--- src/rtl/alu_logic_pkg.sv ---
// Opcode constants shared by the ALU bitwise-logic datapath.
package alu_logic_pkg;

  localparam int unsigned OP_W = 3;

  localparam logic [OP_W-1:0] OP_AND  = 3'b000;
  localparam logic [OP_W-1:0] OP_NAND = 3'b001;
  localparam logic [OP_W-1:0] OP_OR   = 3'b010;
  localparam logic [OP_W-1:0] OP_NOR  = 3'b011;
  localparam logic [OP_W-1:0] OP_XOR  = 3'b100;
  localparam logic [OP_W-1:0] OP_XNOR = 3'b101;
  localparam logic [OP_W-1:0] OP_NOT  = 3'b110;
  localparam logic [OP_W-1:0] OP_PASS = 3'b111;

endpackage

--- src/rtl/bitwise_logic_core.sv ---
// Combinational opcode decode and per-bit logic function; also used by the
// non-pipelined ALU path.
module bitwise_logic_core
  import alu_logic_pkg::*;
#(
  parameter int unsigned WIDTH = 4
) (
  input  logic [OP_W-1:0]  op_i,
  input  logic [WIDTH-1:0] op1_i,
  input  logic [WIDTH-1:0] op2_i,
  output logic [WIDTH-1:0] res_o
);

  always_comb begin
    res_o = '0;
    unique case (op_i)
      OP_AND:  res_o = op1_i & op2_i;
      OP_NAND: res_o = ~(op1_i & op2_i);
      OP_OR:   res_o = op1_i | op2_i;
      OP_NOR:  res_o = ~(op1_i | op2_i);
      OP_XOR:  res_o = op1_i ^ op2_i;
      OP_XNOR: res_o = ~(op1_i ^ op2_i);
      OP_NOT:  res_o = ~op1_i;
      OP_PASS: res_o = op1_i;
    endcase
  end

endmodule

--- src/rtl/bitwise_logic_pipe.sv ---
// Two-stage elastic valid/ready pipeline around bitwise_logic_core.
// Define BLU_FLAGS_EN to add registered all-zeros / all-ones result flags.
module bitwise_logic_pipe
  import alu_logic_pkg::*;
#(
  parameter int unsigned WIDTH = 4
) (
  input  logic             i_clk,
  input  logic             i_rst_n,
  input  logic             i_valid,
  output logic             o_ready,
  input  logic [OP_W-1:0]  i_op,
  input  logic [WIDTH-1:0] i_op1,
  input  logic [WIDTH-1:0] i_op2,
  output logic             o_valid,
  input  logic             i_ready,
`ifdef BLU_FLAGS_EN
  output logic [WIDTH-1:0] o_dat,
  output logic             o_zero,
  output logic             o_ones
`else
  output logic [WIDTH-1:0] o_dat
`endif
);

  logic             s1_valid_q, s1_valid_d;
  logic [OP_W-1:0]  s1_op_q, s1_op_d;
  logic [WIDTH-1:0] s1_op1_q, s1_op1_d;
  logic [WIDTH-1:0] s1_op2_q, s1_op2_d;
  logic             s2_valid_q, s2_valid_d;
  logic [WIDTH-1:0] s2_dat_q, s2_dat_d;
  logic [WIDTH-1:0] core_res;
  logic             s2_adv;
  logic             accept;

  bitwise_logic_core #(
    .WIDTH (WIDTH)
  ) u_core (
    .op_i  (s1_op_q),
    .op1_i (s1_op1_q),
    .op2_i (s1_op2_q),
    .res_o (core_res)
  );

  always_comb begin
    // No skid buffer: ready depends combinationally on downstream ready.
    s2_adv  = s1_valid_q && (!s2_valid_q || i_ready);
    o_ready = !s1_valid_q || s2_adv;
    accept  = i_valid && o_ready;

    s1_valid_d = s1_valid_q;
    s1_op_d    = s1_op_q;
    s1_op1_d   = s1_op1_q;
    s1_op2_d   = s1_op2_q;
    if (accept) begin
      s1_valid_d = 1'b1;
      s1_op_d    = i_op;
      s1_op1_d   = i_op1;
      s1_op2_d   = i_op2;
    end else if (s2_adv) begin
      s1_valid_d = 1'b0;
    end

    s2_valid_d = s2_valid_q;
    s2_dat_d   = s2_dat_q;
    if (s2_adv) begin
      s2_valid_d = 1'b1;
      s2_dat_d   = core_res;
    end else if (i_ready) begin
      s2_valid_d = 1'b0;
    end
  end

  always_ff @(posedge i_clk or negedge i_rst_n) begin
    if (!i_rst_n) begin
      s1_valid_q <= 1'b0;
      s1_op_q    <= '0;
      s1_op1_q   <= '0;
      s1_op2_q   <= '0;
      s2_valid_q <= 1'b0;
      s2_dat_q   <= '0;
    end else begin
      s1_valid_q <= s1_valid_d;
      s1_op_q    <= s1_op_d;
      s1_op1_q   <= s1_op1_d;
      s1_op2_q   <= s1_op2_d;
      s2_valid_q <= s2_valid_d;
      s2_dat_q   <= s2_dat_d;
    end
  end

  assign o_valid = s2_valid_q;
  assign o_dat   = s2_dat_q;

`ifdef BLU_FLAGS_EN
  logic s2_zero_q, s2_ones_q;

  always_ff @(posedge i_clk or negedge i_rst_n) begin
    if (!i_rst_n) begin
      s2_zero_q <= 1'b0;
      s2_ones_q <= 1'b0;
    end else if (s2_adv) begin
      s2_zero_q <= (core_res == '0);
      s2_ones_q <= &core_res;
    end
  end

  assign o_zero = s2_zero_q;
  assign o_ones = s2_ones_q;
`endif

endmodule

--- config.mk ---
export PLATFORM = sky130hd
export DESIGN_NAME = bitwise_logic_pipe
export DESIGN_NICKNAME = d
export VERILOG_FILES = /design/src/rtl/alu_logic_pkg.sv /design/src/rtl/bitwise_logic_core.sv /design/src/rtl/bitwise_logic_pipe.sv
export SDC_FILE = /design/constraint.sdc
export NUM_CORES = 1
export LEC_CHECK = 0
export CAP_MARGIN = 20
export CORE_MARGIN = 1
export CORE_UTILIZATION = 35
export DETAILED_ROUTE_END_ITERATION = 7
export PLACE_DENSITY = 0.55
export SYNTH_ARGS = -nofsm -noshare
export SYNTH_HDL_FRONTEND = slang
export SYNTH_SLANG_ARGS = --single-unit
--- constraint.sdc ---
create_clock -name i_clk -period 2.1 [get_ports i_clk]
set_clock_uncertainty 0.1 [all_clocks]
set_input_delay 0.315 -clock i_clk [delete_from_list [all_inputs] [get_ports i_clk]]
set_output_delay 0.315 -clock i_clk [all_outputs]
set_load 0.01 [all_outputs]
==> flow_summary.yaml <==
routing:
  vias: 749
  drt_pass1_iterations: 4
  wl_um: 1770
  ant_nets: 0
  drc_errors: 0
  vias_per_cell: 5.03
  drt-wirelength-per-cell_um: 11.9
  drt_iter0_drc: 27
critical_path:
  crit_type: "input pin to primary output"
  required_ns: 1.68
  r2r_start: "s1_op1_q[3]"
  crit_slowest_cell: "clkdlybuf4s50_1"
  slowest_delay_ns: 0.55
  cp_max_fo: 3
  end_kind: "primary output"
  crit_top_cell: "clkdlybuf4s50_1"
  cp_cell_sequence: "clkdlybuf4s50_1, nand3b_1, clkdlybuf4s50_1"
  start_kind: "input pin"
  crit_path_start: "i_ready"
  crit_arrival_ns: 1.49
synthesis:
  syn_nets: 120
  avgSynthCellArea_um2: 10.5
  syn_inst: 97
  synth_warnings: 0
  ys_types: 23
  ys_async_sr_fraction: 1.00
  synth.area.top_cells: "dfrtp_1, mux2_2, ha_1, nor2_1, inv_1"
  seq_area_frac_synth: 0.418
  synth_edf_count: 0
  yosysTopAreaCell: "dfrtp_1"
  synth_most_common_cell: "dfrtp_1"
  synth_top_area_share: 0.418
  synth_common_cells: "dfrtp_1, mux2_2, nor2_1, inv_1, ha_1"
  ys_seq_elements: 17
  dominantRegCellSynth: "dfrtp_1"
  syn_area_um2: 1020
floorplanning:
  rows: 19
  dieArea_um2: 3130
  die_y_um: 55.9
  io_pins: 21
  die_w_um: 55.9
  initial_utilization: 0.369
  coreArea_um2: 2760
flow_run:
  maxCapViolations: 0
clocking:
  tritoncts: "built"
  cts_setup_buffers: 0
  post_cts_resized: 0
  cts_sinks: 17
  clkTransAtPathRegs_ns: 0.10
  h-tree-depth: 1
  cts_buffers: 3
  insertion_delay_ns: 0.29
  cts-hold-fix-buffers: 0
  clock_path_buffers: 2
  cts_root_buffer: "clkbuf_4"
place:
  place.gp.congestion: 0.766
  hpwlAfterDp_um: 1370
  port_buffers: 20
  place_inst: 145
sta:
  period_minus_slack_ns: 1.90
  hold_viol_final: 0
  fmax_mhz: 525
  finalSetupViolCount: 0
  drv_slew: 0
  tightestPinTransition_ns: 0.438
  fin_crit_sh: 0.907
  rsz0062_at_grt: "false"
  fin_tns_setup_ns: 0
  relSlewSlack: 0.708
pwr:
  p_leak_nw: 0.563
  p_per_area_nw_per_um2: 776
  ir_drop_uv: 557
grt:
  grt_max_degree: 18
  first_global_vias: 741
  grt_pass1_wl_um: 3280
  grt_overflow: 0
  antenna_found_initial: 0
  grt.total_usage: 0.134
finish:
  fillers: 283
  areaGrowthSynthToFinish_pct: 23.6
  final_cells: 149
  multi_input_area_um2: 518
  nNetsFinal: 142
  seq_area_um2: 425
  drive_gt1_frac: 0.144
  n_antenna_cell: 0
hold_path:
  hp-class: "input pin to async pin"
outcome:
  status: "completed"
## power breakdown
part,switching (W),total (W),internal [W]
logic,0.000137,0.000342,0.000205
registers,0.0000666,0.000456,0.000389
clock network,0.000103,0.000177,0.0000739
## metal layers
layer	global-route usage	share of wire	vias to the layer above
met3	0.0465	0.049	2
li1	-	-	379
met4	0.0209	0.0045	0
met2	0.239	0.49	16
met1	0.159	0.46	352
met5	0	0	-
## final cells by class
| type | count | area share |
|---|---|---|
| multi-input combinational | 66 | 0.412 |
| timing repair buffer | 22 | 0.171 |
| clock buffer | 4 | 0.0209 |
| tap | 31 | 0.0308 |
| sequential | 17 | 0.338 |
| inverter | 9 | 0.0269 |
## registers in the layout, summed over array words and instances (netlist names)
register,count
s1_valid_q,1
s1_op1_q,4
o_dat,4
o_valid,1
s1_op2_q,4
s1_op_q,3
## cell families (layout without fill, tap and decap cells)
group	count (synthesis)	in the layout	synth area share
and+or+nand+nor	26	26	0.117
DFF	17	17	0.418
xor gates and xnor gates	4	4	0.0344
buffers and inverters	14	35	0.0726
adders and majority gates	8	8	0.0984
muxes	12	12	0.144
AOI/OAI and AO/OA	16	16	0.116
## worst max-delay path, delay by kind of cell
kind / cells / cell delay, ns
buf+inv: 2 / 1.01
simple gates: 1 / 0.16
## worst paths after layout
| kind | end | slack (ns) | cells after the start |
|---|---|---|---|
| worst min register to register | o_valid | 0.40 | 1 |
| worst max register to register | o_dat[3] | 0.45 | 6 |
| min in group i_clk | o_valid | 0.40 | 1 |
| worst max-delay path | o_ready | 0.20 | 3 |
| max in group asynchronous | s1_op2_q[0] | 1.47 | 2 |
| worst min-delay path | s1_op1_q[2] | 0.24 | 2 |
## layout by cell type (no fill, tap or decap), types with 2 or more instances in the layout
cell type        instances
o21ai_0                  3
nand2b_1                 3
inv_1                    9
o211ai_1                 3
mux2_2                  11
a22o_1                   3
a22oi_1                  3
clkbuf_4                 3
ha_1                     8
nand2_1                  7
xor2_1                   3
clkdlybuf4s50_1         20
nor2_1                  11
dfrtp_1                 17
buf_4                    2
o311ai_1                 3
and2_1                   2
## metrics by stage
| stage | area, um2 | total power, W | hold WS (ns) | worst slack [ns] | utilization |
|---|---|---|---|---|---|
| 3_3_place_gp | 1230 | 0.000796 | 0.370 | 0.207 | 0.446 |
| 5_1_grt | 1260 | 0.00106 | 0.251 | 0.154 | 0.456 |
| 3_5_place_dp | 1230 | 0.000813 | 0.376 | 0.198 | 0.446 |
| 6_report | 1260 | 0.000975 | 0.237 | 0.196 | 0.456 |
| 2_1_floorplan | 1020 | 0.000680 | -0.0806 | 0.557 | - |
| 4_1_cts | 1260 | 0.000995 | 0.232 | 0.190 | 0.456 |
No activity file was read; power rests on OpenSTA's default activity.
